===== config.mk =====
export PLATFORM = sky130hd
export DESIGN_NAME = imem_loader
export DESIGN_NICKNAME = d
export VERILOG_FILES = /design/src/rtl/imem_loader_pkg.sv /design/src/rtl/imem_loader_byte_word_packer.sv /design/src/rtl/imem_loader.sv
export SDC_FILE = /design/constraint.sdc
export NUM_CORES = 1
export LEC_CHECK = 0
export BUFFER_PORTS_ARGS = -buffer_cell sky130_fd_sc_hd__buf_2
export CAP_MARGIN = 20
export CORE_ASPECT_RATIO = 1.5
export CORE_MARGIN = 4
export CORE_UTILIZATION = 52
export CTS_CLUSTER_SIZE = 12
export DETAILED_ROUTE_END_ITERATION = 6
export PLACE_DENSITY = 0.75
export SLEW_MARGIN = 20
export SYNTH_ARGS = -nofsm -noshare
export SYNTH_HDL_FRONTEND = slang
export SYNTH_HIERARCHICAL = 1
export SYNTH_SLANG_ARGS = --single-unit
export TNS_END_PERCENT = 100

===== constraint.sdc =====
create_clock -name clk -period 1.9 [get_ports clk]
set_input_delay 0.285 -clock clk [delete_from_list [all_inputs] [get_ports clk]]
set_output_delay 0.285 -clock clk [all_outputs]
set_load 0.01 [all_outputs]

===== src/rtl/imem_loader_pkg.sv =====
// Shared constants and types for the byte-stream instruction-memory loader.
// Frame: SYNC | N lo | N hi | N little-endian words | 8-bit payload byte sum.
package imem_loader_pkg;

    localparam logic [7:0] SYNC_BYTE = 8'hA5;

    typedef enum logic [2:0] {
        StIdle,
        StCntLo,
        StCntHi,
        StData,
        StCsum,
        StDone,
        StErr
    } state_t;

    localparam logic [1:0] ErrNone   = 2'd0;
    localparam logic [1:0] ErrLength = 2'd1;
    localparam logic [1:0] ErrCsum   = 2'd2;

endpackage


===== src/rtl/imem_loader_byte_word_packer.sv =====
// Packs bytes LSB-first into 32-bit words; word and word_done are registered
// one cycle after the fourth byte of a word is taken.
module imem_loader_byte_word_packer (
    input  logic        clk,
    input  logic        rst,
    input  logic        clear,
    input  logic        byte_en,
    input  logic [7:0]  byte_in,
    output logic        last_byte,
    output logic        word_done,
    output logic [31:0] word
);

    logic [1:0]  lane_q;
    logic [23:0] shift_q;

    assign last_byte = (lane_q == 2'd3);

    always_ff @(posedge clk) begin
        if (rst) begin
            lane_q    <= 2'd0;
            shift_q   <= 24'd0;
            word_done <= 1'b0;
            word      <= 32'd0;
        end else begin
            word_done <= 1'b0;
            if (clear) begin
                lane_q <= 2'd0;
            end else if (byte_en) begin
                shift_q <= {byte_in, shift_q[23:8]};
                lane_q  <= lane_q + 2'd1;
                if (last_byte) begin
                    word      <= {byte_in, shift_q};
                    word_done <= 1'b1;
                end
            end
        end
    end

endmodule


===== src/rtl/imem_loader.sv =====
// Framed byte-stream loader for instruction memory; holds the CPU in reset
// while a frame is loading and releases it only on a valid checksum.
module imem_loader
    import imem_loader_pkg::*;
#(
    parameter int unsigned ADDR_W        = 8,
    parameter bit          HOLD_AT_RESET = 1'b0
) (
    input  logic              clk,
    input  logic              rst,
    input  logic              in_valid,
    input  logic [7:0]        in_data,
    output logic              in_ready,
    output logic              im_we,
    output logic [ADDR_W-1:0] im_addr,
    output logic [31:0]       im_wdata,
    output logic              cpu_hold,
    output logic              busy,
    output logic              done,
    output logic              err,
    output logic [1:0]        err_code
);

    localparam int unsigned IDX_W     = ADDR_W + 1;
    localparam int unsigned MAX_WORDS = 32'd1 << ADDR_W;

    state_t           state;
    logic [7:0]       n_lo_q;
    logic [IDX_W-1:0] n_words_q;
    logic [IDX_W-1:0] word_idx_q;
    logic [IDX_W-1:0] idx_next;
    logic [7:0]       csum_q;
    logic [15:0]      n_full;
    logic             xfer;
    logic             last_byte;
    logic             byte_en;
    logic             sync_seen;

    assign in_ready  = (state != StDone) && (state != StErr);
    assign busy      = (state != StIdle);
    assign xfer      = in_valid && in_ready;
    assign n_full    = {in_data, n_lo_q};
    assign idx_next  = word_idx_q + IDX_W'(1);
    assign byte_en   = xfer && (state == StData);
    assign sync_seen = xfer && (state == StIdle) && (in_data == SYNC_BYTE);

    imem_loader_byte_word_packer u_packer (
        .clk       (clk),
        .rst       (rst),
        .clear     (sync_seen),
        .byte_en   (byte_en),
        .byte_in   (in_data),
        .last_byte (last_byte),
        .word_done (im_we),
        .word      (im_wdata)
    );

    always_ff @(posedge clk) begin
        if (rst) begin
            state      <= StIdle;
            n_lo_q     <= 8'd0;
            n_words_q  <= '0;
            word_idx_q <= '0;
            csum_q     <= 8'd0;
            im_addr    <= '0;
            cpu_hold   <= HOLD_AT_RESET;
            done       <= 1'b0;
            err        <= 1'b0;
            err_code   <= ErrNone;
        end else begin
            done <= 1'b0;
            err  <= 1'b0;
            unique case (state)
                StIdle: begin
                    if (sync_seen) begin
                        state    <= StCntLo;
                        cpu_hold <= 1'b1;
                        err_code <= ErrNone;
                        csum_q   <= 8'd0;
                    end
                end
                StCntLo: begin
                    if (xfer) begin
                        n_lo_q <= in_data;
                        state  <= StCntHi;
                    end
                end
                StCntHi: begin
                    if (xfer) begin
                        n_words_q <= IDX_W'(n_full);
                        if (32'(n_full) > MAX_WORDS) begin
                            state    <= StErr;
                            err      <= 1'b1;
                            err_code <= ErrLength;
                        end else if (n_full == 16'd0) begin
                            state <= StCsum;
                        end else begin
                            state      <= StData;
                            word_idx_q <= '0;
                        end
                    end
                end
                StData: begin
                    if (xfer) begin
                        csum_q <= csum_q + in_data;
                        if (last_byte) begin
                            // Address is registered alongside the packer's word, so both land
                            // together with im_we one cycle after the 4th byte.
                            im_addr    <= word_idx_q[ADDR_W-1:0];
                            word_idx_q <= idx_next;
                            if (idx_next == n_words_q) begin
                                state <= StCsum;
                            end
                        end
                    end
                end
                StCsum: begin
                    if (xfer) begin
                        if (in_data == csum_q) begin
                            state <= StDone;
                            done  <= 1'b1;
                        end else begin
                            state    <= StErr;
                            err      <= 1'b1;
                            err_code <= ErrCsum;
                        end
                    end
                end
                StDone: begin
                    cpu_hold <= 1'b0;
                    state    <= StIdle;
                end
                StErr: begin
                    state <= StIdle;
                end
                default: state <= StIdle;
            endcase
        end
    end

endmodule


Yosys cells after proc, flatten, opt, wreduce, memory -nomap -nowiden
Index checks and enable logic that the tools add are counted.
- flip-flop bits (word level): 109
- input port bits: 11
- output and inout port bits: 48
- logic and storage cells: 104
- add/subtract/negate cells: 3
- magnitude comparators: 1
- equal/unequal tests: 22
- multiplexer cells: 35
- bitwise gates (word level): 4
- reduce and logical (&&, ||, !) cells: 25
- operators with widths (cell ; count):
    $mux 9 ; 5
    $mux 3 ; 9
    $ne 2x2->1 const B ; 10
    $pmux 9 s2 ; 1
    $gt 16x9->1 const B ; 1
    $logic_not 16->1 ; 1
    $mux 8 ; 2
    $pmux 8 s2 ; 1
    $pmux 3 s5 ; 1
    $mux 2 ; 6
    $reduce_and 6->1 ; 2
    $add 9x1->9 const B ; 1
    $eq 9x9->1 ; 1
    $reduce_and 3->1 ; 3
    $add 8x8->8 ; 1
    $eq 8x8->1 ; 1
    $eq 8x8->1 const B ; 1
    $reduce_and 2->1 ; 4
    $mux 1 ; 7
    $reduce_and 7->1 ; 1
    $eq 3x2->1 const B ; 2
    $eq 3x3->1 const B ; 2
    $ne 3x3->1 const B ; 2
    $pmux 2 s3 ; 1
    12 further kinds ; 24

Depth between registers and ports, before layout
Gate-level depths: netlist of run 1.
- depth after elaboration: 7
- gate-level depth with buffers: 11
- gate-level depth less buffers: 9

By module
The synthesis of run 1 kept the hierarchy.
- by module, submodules not included (module ; times used ; cells each ; area each (µm²) ; seq. area each (µm²)):
    imem_loader ; 1 ; 335 ; 2705.1 ; 1001.0
    imem_loader_byte_word_packer ; 1 ; 258 ; 2169.6 ; 1181.1

Worst setup path before layout of run 1
No wires, ideal clock.
- path kind: reg-to-reg
- start: reg state[0]
- end: reg u_packer.shift_q[11]
- setup time: 0.138 ns
- arrival: 2.011 ns
- required time: 1.762 ns
- path slack: -0.248 ns
- cell stages (with the launch flop): 11
- buffers on the path: 4
- period minus slack after synthesis: 2.148 ns
- cell sequence: dfxtp_1 -> buf_6 -> or3_1 -> or2_2 -> clkbuf_1 -> inv_1 -> and2b_1 -> buf_2 -> buf_6 -> nand2_1 -> a21oi_2
- cells in the longest elaborated chain, start to end: 7
- elaborated cells on any way between the ends: 11
- classes of those cells: eq/ne (3); bitwise (1); reduce/logical (7)
- RTL lines (what ; line ; RTL):
    start: declaration ; imem_loader.sv:27 ; state_t state;
    start signal: assignment ; imem_loader.sv:60 ; state <= StIdle;
    start signal: assignment ; imem_loader.sv:76 ; state <= StCntLo;
    start signal: assignment ; imem_loader.sv:85 ; state <= StCntHi;
    $ne 3x3->1 ; imem_loader.sv:39 ; assign in_ready = (state != StDone) && (state != StErr);
    $logic_and 1x1->1 ; imem_loader.sv:39 ;
    $logic_and 1x1->1 ; imem_loader.sv:41 ; assign xfer = in_valid && in_ready;
    $logic_and 1x1->1 (*) (2 in series) ; imem_loader.sv:45 ; assign sync_seen = xfer && (state == StIdle) && (in_data == SYNC_BYTE);
    via sync_seen ; imem_loader.sv:37 ; logic sync_seen;
    $not 1->1 (no source line) (*) ; -- ;
    $reduce_and 2->1 (no source line) (*) ; -- ;
    end signal: assignment ; imem_loader_byte_word_packer.sv:30 ; shift_q <= {byte_in, shift_q[23:8]};
    end: declaration ; imem_loader_byte_word_packer.sv:15 ; logic [23:0] shift_q;
Mark *: on every way through the listed nets, which the timed path passes. The rest lies on a longest branch.
A chain may end at the register's enable or synchronous reset.

Worst setup path after layout of run 1
- start: reg state[1]
- end: reg csum_q[7]
- cells in the longest elaborated chain, start to end: 7
- elaborated cells on any way between the ends: 13
- classes of those cells: eq/ne (5); mux (1); reduce/logical (7)
- RTL lines (what ; line ; RTL):
    $ne 3x3->1 ; imem_loader.sv:39 ;
    $logic_and 1x1->1 ; imem_loader.sv:39 ;
    $logic_and 1x1->1 ; imem_loader.sv:41 ;
    $logic_and 1x1->1 (2 in series) ; imem_loader.sv:45 ;
    $ne 2x2->1 (no source line) ; -- ;
    $reduce_and 3->1 (no source line) ; -- ;
    end signal: assignment ; imem_loader.sv:105 ; csum_q <= csum_q + in_data;
    end: declaration ; imem_loader.sv:32 ; logic [7:0] csum_q;
Parallel ways exist; a longest one is shown, timed or not.

==> results of run 1 <==
worst max-delay path: cells and delay by family, from the launching register on:
kind / cells / cell delay [ns]
simple gates: 5 / 0.73
mux: 2 / 0.51
buf+inv: 2 / 0.39
flops: 1 / 0.35
cells by family after synthesis:
group	after synthesis	synth area share, %
fa+ha+maj	10	2.72
compound gates	129	16.3
mux	13	2.80
xor+xnor	20	3.59
simple gates	266	24.4
buf+inv	46	5.44
flops	109	44.8
sequential cells by signal, indices dropped and copies added, names as in the netlist:
signal / count
cpu_hold: 1
err_code: 2
n_words_q: 9
n_lo_q: 8
done: 1
u_packer/word: 32
state: 3
csum_q: 8
err: 1
u_packer/lane_q: 2
u_packer/word_done: 1
word_idx_q: 9
u_packer/shift_q: 24
im_addr: 8
timing repair:
item | 4_1_cts | 5_1_grt
buffers inserted | 5 | 6
pin swaps | 15 | 25
resized for setup | 27 | 36
hold buffers | 0 | 0
setup endpoints to repair | 28 | 73
hold endpoints to repair | 0 | 0
cloned | 1 | 0
stage by stage:
stage | instance area (µm²) | total power (µW) | cells
final | 6440 | 5520 | 834
after CTS | 6240 | 5440 | 828
after floorplan | 4930 | 3090 | 593
after global placement | 5780 | 3500 | 806
after detailed placement | 5780 | 3530 | 806
after global routing | 6440 | 5740 | 834
worst paths after layout:
| kind | end | from | cells past startpoint | slack (ns) |
|---|---|---|---|---|
| setup / recovery | csum_q[7] | state[1] | 9 | -0.17 |
| hold / removal | u_packer/word[25] | in_data[1] | 3 | 0.24 |
| setup reg to reg | csum_q[7] | state[1] | 9 | -0.17 |
| hold reg to reg | u_packer/word[2] | u_packer/word[2] | 2 | 0.45 |
final cells by class:
class	count	share of cell area (%)
clock buffers	13	3.89
clock inverters	3	0.680
inverters	6	0.447
multi-input cells	438	42.0
flip-flops and latches	109	34.2
well taps	112	2.18
repair buffers	153	16.6
metal layers:
layer  GRT usage [%]  up-vias  wire length, µm  part of all wire, %
li1                -     2254                -                    -
met1            25.2     2263             5090                   37
met2            43.5      188             7250                   53
met3            4.61       61              636                  4.7
met4            15.1        0              674                  4.9
met5               0        -                0                    0
power by group through the flow:
stage	Clock (µW)	Sequential (µW)	Combinational, µW
floorplan	0	2460	633
global placement	0	2480	1020
detailed placement	0	2480	1040
CTS	1900	2440	1100
global route	1990	2460	1290
finish	1860	2450	1210
layout by cell type (no fill, tap or decap), types with 5 or more instances in the layout:
cell and instances:
ha_4 7, mux2i_1 11, dfxtp_2 9, clkbuf_16 9
a21oi_2 18, buf_2 57, a21oi_1 72, xnor2_1 11
nand2b_1 5, nand3_1 14, nor3_1 5, dfxtp_1 98
nor2_1 29, buf_4 88, xor2_1 6, nand2_1 168
==> results.cfg, run 1 <==
[run_status]
status = complete, but fails checks
violations = setup timing

[job]
drv_cap = 0

[critical_path]
cp_cell_sequence = nor2b_2 -> and2_1 -> nand2_2 -> clkinv_2 -> buf_4 -> and2_1 -> mux2i_1 -> mux2_2 -> nor2_1
critPathKind = reg -> reg
cp.arrival_ns = 2.35
max_stage_delay_ns = 0.35
cp-end-kind = flip-flop
crit_path_start_kind = flip-flop
crit_slowest_cell = dfxtp_2
required_ns = 2.18
worst-path-max-fanout = 12
crit_path_frequent_cell = and2_1

[detailed_routing]
drc_errors = 0
first_iter_violations = 340
avgRoutedWirePerCell_um = 16.4
dr.pass1.iters = 5
vias = 4766
drtAntennaViolNets = 0
drt_wl_total_um = 13700
viasPerCell = 5.71

[finish]
area_delta_synth_final_pct = 32.1
drive_gt1_share_pct = 33.9
antenna_cells = 0
multiInputGateArea_um2 = 2710
final.fill_count = 685
fin_nets = 738
seq_area_um2 = 2200
postLayoutCoreUtil_pct = 70.0

[clock_network]
cts_tree = yes
cts_made_buffers = 9
clock_path_buffers = 2
clock_latency_ns = 0.35
htree_levels = 3
clk_pin_slew_worst_paths_ns = 0.07
clockRootBuffer = clkbuf_16
numClockSinks = 109

[sta]
hold_slack_ns = 0.243
finalMaxSlewViolations = 0
finClkSkew_ns = 0.00774
rsz0062_at_grt = true
period_minus_slack_ns = 2.07
setup_viol = 15
fin_ws_ns = -0.166
finalSetupTns_ns = -1.21
final_hold_viol_count = 0
slew_headroom_pct = 71.9
clock.fmax_mhz = 484
worst_pin_slew_ns = 0.419
post-route-period-util_pct = 109

[yosys]
ys_ff_latch = 109
netlist_area_um2 = 4870
syn_area_per_cell_um2 = 8.22
synth_top_area_share_pct = 44.8
synth-edff-count = 0
synth_flop_cell = dfxtp_1
ys_warn_count = 6
async_flop_share_pct = 0
synth_area_leaders = dfxtp_1 (45%), nand2_1 (13%), a21oi_1 (7.5%)
yosysMostFrequentCell = nand2_1
synth_nets = 614
netlist_top_cells_count = nand2_1 (169), dfxtp_1 (109), a21oi_1 (73)
syn_inst = 593
synth.distinct_cells = 60
ys_seq_area_share_pct = 44.8
synth_area_leader_cell = dfxtp_1

[power_and_ir_drop]
power.share.combinational_pct = 21.9
p_per_area_nw_per_um2 = 857
p_int_uw = 4000
swShare_pct = 27.5
leakagePower_uw = 0.00255
clkPwrFrac_pct = 33.7
seq_power_share_pct = 44.3
switching_power_uw = 1520
ir_drop_mv = 0.655

[placement]
routabilityCongestion = 0.957
dp_hpwl_um = 9130
pre_cts_ws_ns = -0.277
io_buffers = 58

[floorplan]
die_y_um = 127
die-area_um2 = 11000
core_um2 = 9200
boundaryPins = 59
die_w_um = 87.1
rows = 43
initial_core_util_pct = 53.0

[global_route]
grt_max_degree = 35
antenna_found_initial = 0
grt.overflow.total = 0
track_usage_pct = 24.3
grt_pass1_wl_um = 21400
grt_pass1_vias = 4673

[min_path]
min_path_type = in -> reg
Note: power is estimated with default switching activity, not from simulation.
==> inputs of run 2 (changes only) <==
- SETUP_SLACK_MARGIN: unset -> 0.5
==> run 2 against run 1 <==
  * The flow still finishes with violations (setup timing)
  * Critical endpoint is now state[0]
  * Fmax down 9.3%
  * Routed wire length up 70%
  * Combinational power up 58%
  * Final area up 28%
  * Register-to-register slack worse by 0.21 ns
  * Clock power up 17%
  * Critical path depth down 1
  * Sequential power about the same
  * Sequential cell count unchanged
  * Cell count up 4.6%
==> results.cfg, run 2 (synthesis gave the netlist of run 1 again) <==
[sta]
finClkSkew_ns = 0.0155
slew_headroom_pct = 60.3
final_hold_viol_count = 0
period_minus_slack_ns = 2.28
worst_pin_slew_ns = 0.595
setup_viol = 66
hold_slack_ns = 0.335
finalMaxSlewViolations = 0
clock.fmax_mhz = 439
fin_ws_ns = -0.378
post-route-period-util_pct = 120
rsz0062_at_grt = true

[power_and_ir_drop]
leakagePower_uw = 0.00367
p_per_area_nw_per_um2 = 795
ir_drop_mv = 1.02

[global_route]
grt_pass1_wl_um = 26800
grt_pass1_vias = 5273
grt_max_degree = 61
grt.overflow.total = 0
antenna_found_initial = 0
track_usage_pct = 31.9

[critical_path]
crit_path_start_kind = flip-flop
critPathKind = reg -> reg
r2r_slack_ns = -0.38
cp-end-kind = flip-flop
cp.arrival_ns = 2.52
required_ns = 2.14
worst-path-max-fanout = 2

[clock_network]
clock_path_buffers = 2
numClockSinks = 109
htree_levels = 3
clk_pin_slew_worst_paths_ns = 0.09
cts_tree = yes
clock_latency_ns = 0.37
clockRootBuffer = clkbuf_16
cts_made_buffers = 9

[floorplan]
die_y_um = 127
die_w_um = 87.1
die-area_um2 = 11000
boundaryPins = 59
initial_core_util_pct = 53.0
rows = 43
core_um2 = 9200

[run_status]
status = complete, but fails checks
violations = setup timing

[placement]
routabilityCongestion = 0.914
dp_hpwl_um = 8800
io_buffers = 58

[min_path]
min_path_type = in -> reg

[detailed_routing]
avgRoutedWirePerCell_um = 26.7
viasPerCell = 6.54
drc_errors = 0
drtAntennaViolNets = 0
vias = 5705
drt_wl_total_um = 23200
dr.pass1.iters = 7
first_iter_violations = 512

[finish]
reg_top3 = u_packer/word (32), u_packer/shift_q (24)
area_delta_synth_final_pct = 68.6
layout_common_cells = dfxtp_1 (95), buf_4 (74), nand2_4 (71)
fin_nets = 776
antenna_cells = 0
drive_gt1_share_pct = 60.4
largest_register_ffs = 32
final_common_cell = dfxtp_1
postLayoutCoreUtil_pct = 89.3
largest-register = u_packer/word

[job]
drv_cap = 0
[run 2: changes by cell type in the layout (fill, tap and decap cells not counted), moves of 11 or more]
cell     delta
buf_16     +11
a21oi_1    -44
buf_6      +35
nand2_4    +71
nand2_1   -112
a21oi_2    +40
nand2_2    +39
buf_4      -14
[run 2: layer usage]
layer  wire, µm  track usage [%]
met1       7590             30.2
met2      11300             57.4
met3       1960             7.80
met4       2380             23.4
met5          0                0
[run 2: critical path: stages (launching register included)]
cell and delay [ns]:
dfxtp_2 0.34, or4_4 0.58, o21ai_4 0.20, nand3b_1 0.16, buf_4 0.18, buf_6 0.12
and2b_1 0.23, nor3_2 0.05, a211oi_1 0.28
[run 2: what timing repair did]
| item | 4_1_cts | 5_1_grt |
|---|---|---|
| setup buffers | 25 | 26 |
| hold buffers | 0 | 0 |
| gates resized for setup | 200 | 136 |
| pin swaps | 67 | 69 |
| gates cloned | 11 | 3 |
| endpoints found under the setup margin | 111 | 111 |
[run 2: final timing paths]
kind / start / endpoint / cells past startpoint
min: in_data[7] / n_lo_q[7] / 3
min reg2reg: im_addr[3] / im_addr[3] / 2
max reg2reg: n_lo_q[4] / state[0] / 8
max: n_lo_q[4] / state[0] / 8
[run 2: power breakdown]
group | leakage, µW | switching [µW] | internal, µW
clock network | 0.000162 | 986 | 1190
registers | 0.000886 | 83.8 | 2370
logic | 0.00262 | 1010 | 898
total | 0.00367 | 2080 | 4450
[run 2: cell type report]
class	instances	area (µm²)
well taps	112	140
repair buffers	190	1790
flip-flops and latches	109	2210
clock buffers	10	229
fillers	294	982
clock inverters	6	100
multi-input cells	439	3710
inverters	6	42.5
[run 2: metrics by stage]
step | cell area, µm² | std cells | total power [µW] | setup slack (ns) | TNS [ns]
3_5_place_dp | 5880 | 791 | 3540 | -0.353 | -13.47
4_1_cts | 7390 | 843 | 5940 | -0.142 | -0.940
2_1_floorplan | 5180 | 593 | 3160 | -0.0646 | -0.115
6_report | 8220 | 872 | 6530 | -0.378 | -6.62
3_3_place_gp | 5880 | 791 | 3500 | -0.203 | -8.92
5_1_grt | 8220 | 872 | 6660 | -0.340 | -8.18
==> inputs of run 3 (changes only) <==
- CELL_PAD_IN_SITES_DETAIL_PLACEMENT: unset -> 1
- CELL_PAD_IN_SITES_GLOBAL_PLACEMENT: unset -> 2
- CORE_UTILIZATION: 52 -> 31
- PLACE_DENSITY: 0.75 -> unset
- PLACE_DENSITY_LB_ADDON: unset -> 0.1
==> run 3 against run 2 <==
  * The flow still finishes with violations (setup timing)
  * Fmax up 7.5%
  * Sequential cell count unchanged
  * Worst setup slack better by 0.16 ns
  * Worst hold slack worse by 0.057 ns
  * Total power down 6.4%
  * Combinational power down 9%
  * Die area up 62%
  * Routed wire length down 21%
  * Highest routed layer unchanged
==> results.cfg, run 3 (synthesis gave the netlist of run 1 again) <==
[clock_network]
clk_pin_slew_worst_paths_ns = 0.08
htree_levels = 3
cts_tree = yes
clockRootBuffer = clkbuf_16
clock_path_buffers = 2
cts_made_buffers = 9
clock_latency_ns = 0.35
postCtsHoldBufs = 0
numClockSinks = 109

[finish]
fin_nets = 780
antenna_cells = 0
largest-register = u_packer/word
final_cell_area_um2 = 7990
drive_gt1_share_pct = 56.4
largest_register_ffs = 32
area_delta_synth_final_pct = 63.8
final.fill_count = 1728
final_cells = 963
final_common_cell = dfxtp_1
reg_top3 = u_packer/word (32), u_packer/shift_q (24)
layout_common_cells = dfxtp_1 (95), buf_4 (92), nand2_1 (91)

[critical_path]
r2r_cells = 8
cp_top_family = simple AND/OR/NAND/NOR gates
cp-end-kind = flip-flop
reg2reg_from = n_lo_q[0]
r2r_slack_ns = -0.22
max_stage_delay_ns = 0.57
cp_num_buf_inv = 1
critPathKind = reg -> reg
cp_cell_sequence = or4_4 -> o21ai_4 -> nand3b_1 -> o21ai_2 -> and3_4 -> buf_12 -> nand2b_1 -> a21oi_2
worst-path-max-fanout = 5
crit_path_start_kind = flip-flop
required_ns = 2.13
cp.arrival_ns = 2.35
r2r_end = word_idx_q[1]
worstSetupStartpoint = n_lo_q[0]
crit_slowest_cell = or4_4

[floorplan]
boundaryPins = 59
die-area_um2 = 17800
die_w_um = 110
die_y_um = 162
core_um2 = 15300
initial_core_util_pct = 31.9
rows = 55

[placement]
dp.cells = 899
pre_cts_ws_ns = -0.376
io_buffers = 58
dpl_cell_area_um2 = 6180
routabilityCongestion = 0.911
dp_hpwl_um = 11600

[global_route]
grt_max_degree = 58
grt_pass1_wl_um = 25600
antenna_found_initial = 0
grt_pass1_vias = 5005
grt.overflow.total = 0
track_usage_pct = 18.4

[sta]
period_minus_slack_ns = 2.12
fin_ws_ns = -0.219
rsz0062_at_grt = true
slew_headroom_pct = 69.8
clock.fmax_mhz = 472
finClkSkew_ns = 0.0111
setup_viol = 22
post-route-period-util_pct = 112
finalMaxSlewViolations = 0
final_hold_viol_count = 0
worst_pin_slew_ns = 0.453

[power_and_ir_drop]
total_power_uw = 6110
p_per_area_nw_per_um2 = 766
power.share.combinational_pct = 28.5
ir_drop_mv = 0.435
clkPwrFrac_pct = 31.6
swShare_pct = 31.2
seq_power_share_pct = 39.9
leakagePower_uw = 0.00332
switching_power_uw = 1910
p_int_uw = 4200

[detailed_routing]
drt_wl_total_um = 18400
dr.pass1.iters = 4
avgRoutedWirePerCell_um = 19.1
drtAntennaViolNets = 0
drc_errors = 0
viasPerCell = 5.09
vias = 4904
first_iter_violations = 210

[min_path]
min_path_type = in -> reg
holdPathEnd = n_words_q[8]
hold_depth = 2
min_from = rst

[run_status]
status = complete, but fails checks
violations = setup timing

[job]
drv_cap = 0
## run 3: changes by cell type in the layout (fill, tap and decap cells not counted), sizes merged
cell | previous run | this run
buf | 189 | 187
bufinv | 2 | 0
clkinv | 1 | 2
clkbuf | 11 | 17
inv | 9 | 10
## run 3: metrics by stage
step / hold slack [ns] / util, % / setup TNS [ns]
after detailed placement: 0.446 / 40.5 / -19.19
after global routing: 0.283 / 52.3 / -4.17
after CTS: 0.255 / 45.2 / -1.03
final: 0.278 / 52.3 / -1.89
after floorplan: 0.421 / - / -0.115
after global placement: 0.441 / 40.5 / -16.60
## run 3: how the worst max path moves through the flow
stage	end	depth (start not counted)	slack [ns]
floorplan	csum_q[7]	8	-0.06
global placement	csum_q[7]	10	-0.37
detailed placement	csum_q[7]	10	-0.38
CTS	csum_q[7]	8	-0.19
global route	word_idx_q[1]	8	-0.29
finish	word_idx_q[1]	8	-0.22
## run 3: cell type report
type / count / area (µm²) / share of cell area [%]
repair buffers: 194 / 1680 / 21.1
inverters: 6 / 42.5 / 0.533
clock inverters: 6 / 62.6 / 0.783
well taps: 199 / 249 / 3.12
clock buffers: 10 / 239 / 2.99
flip-flops and latches: 109 / 2220 / 27.8
multi-input cells: 439 / 3490 / 43.7
## run 3: repair_timing
item,in CTS,in global routing
gates cloned,1,12
endpoints found under the setup margin,111,111
gates resized for setup,67,193
pin swaps,29,102
buffers inserted,18,17
## run 3: routing by layer
layer	vias up	GRT usage, %	share of wire [%]
li1	2348	-	-
met1	2447	19.7	36
met4	0	7.11	2.7
met5	-	0	0
met2	84	35.1	59
met3	25	2.52	2.2
## run 3: worst register-to-register path: stages (launching register included)
cell	delay [ns]
dfxtp_2	0.33
or4_4	0.57
o21ai_4	0.20
nand3b_1	0.14
o21ai_2	0.17
and3_4	0.27
buf_12	0.13
nand2b_1	0.14
a21oi_2	0.06
## run 3: power groups by stage
stage | Combinational (µW) | Sequential (µW) | Clock [µW]
after floorplan | 694 | 2460 | 0
after global placement | 1160 | 2480 | 0
after detailed placement | 1180 | 2480 | 0
after CTS | 1370 | 2450 | 1990
after global routing | 1860 | 2450 | 2090
final | 1740 | 2440 | 1930
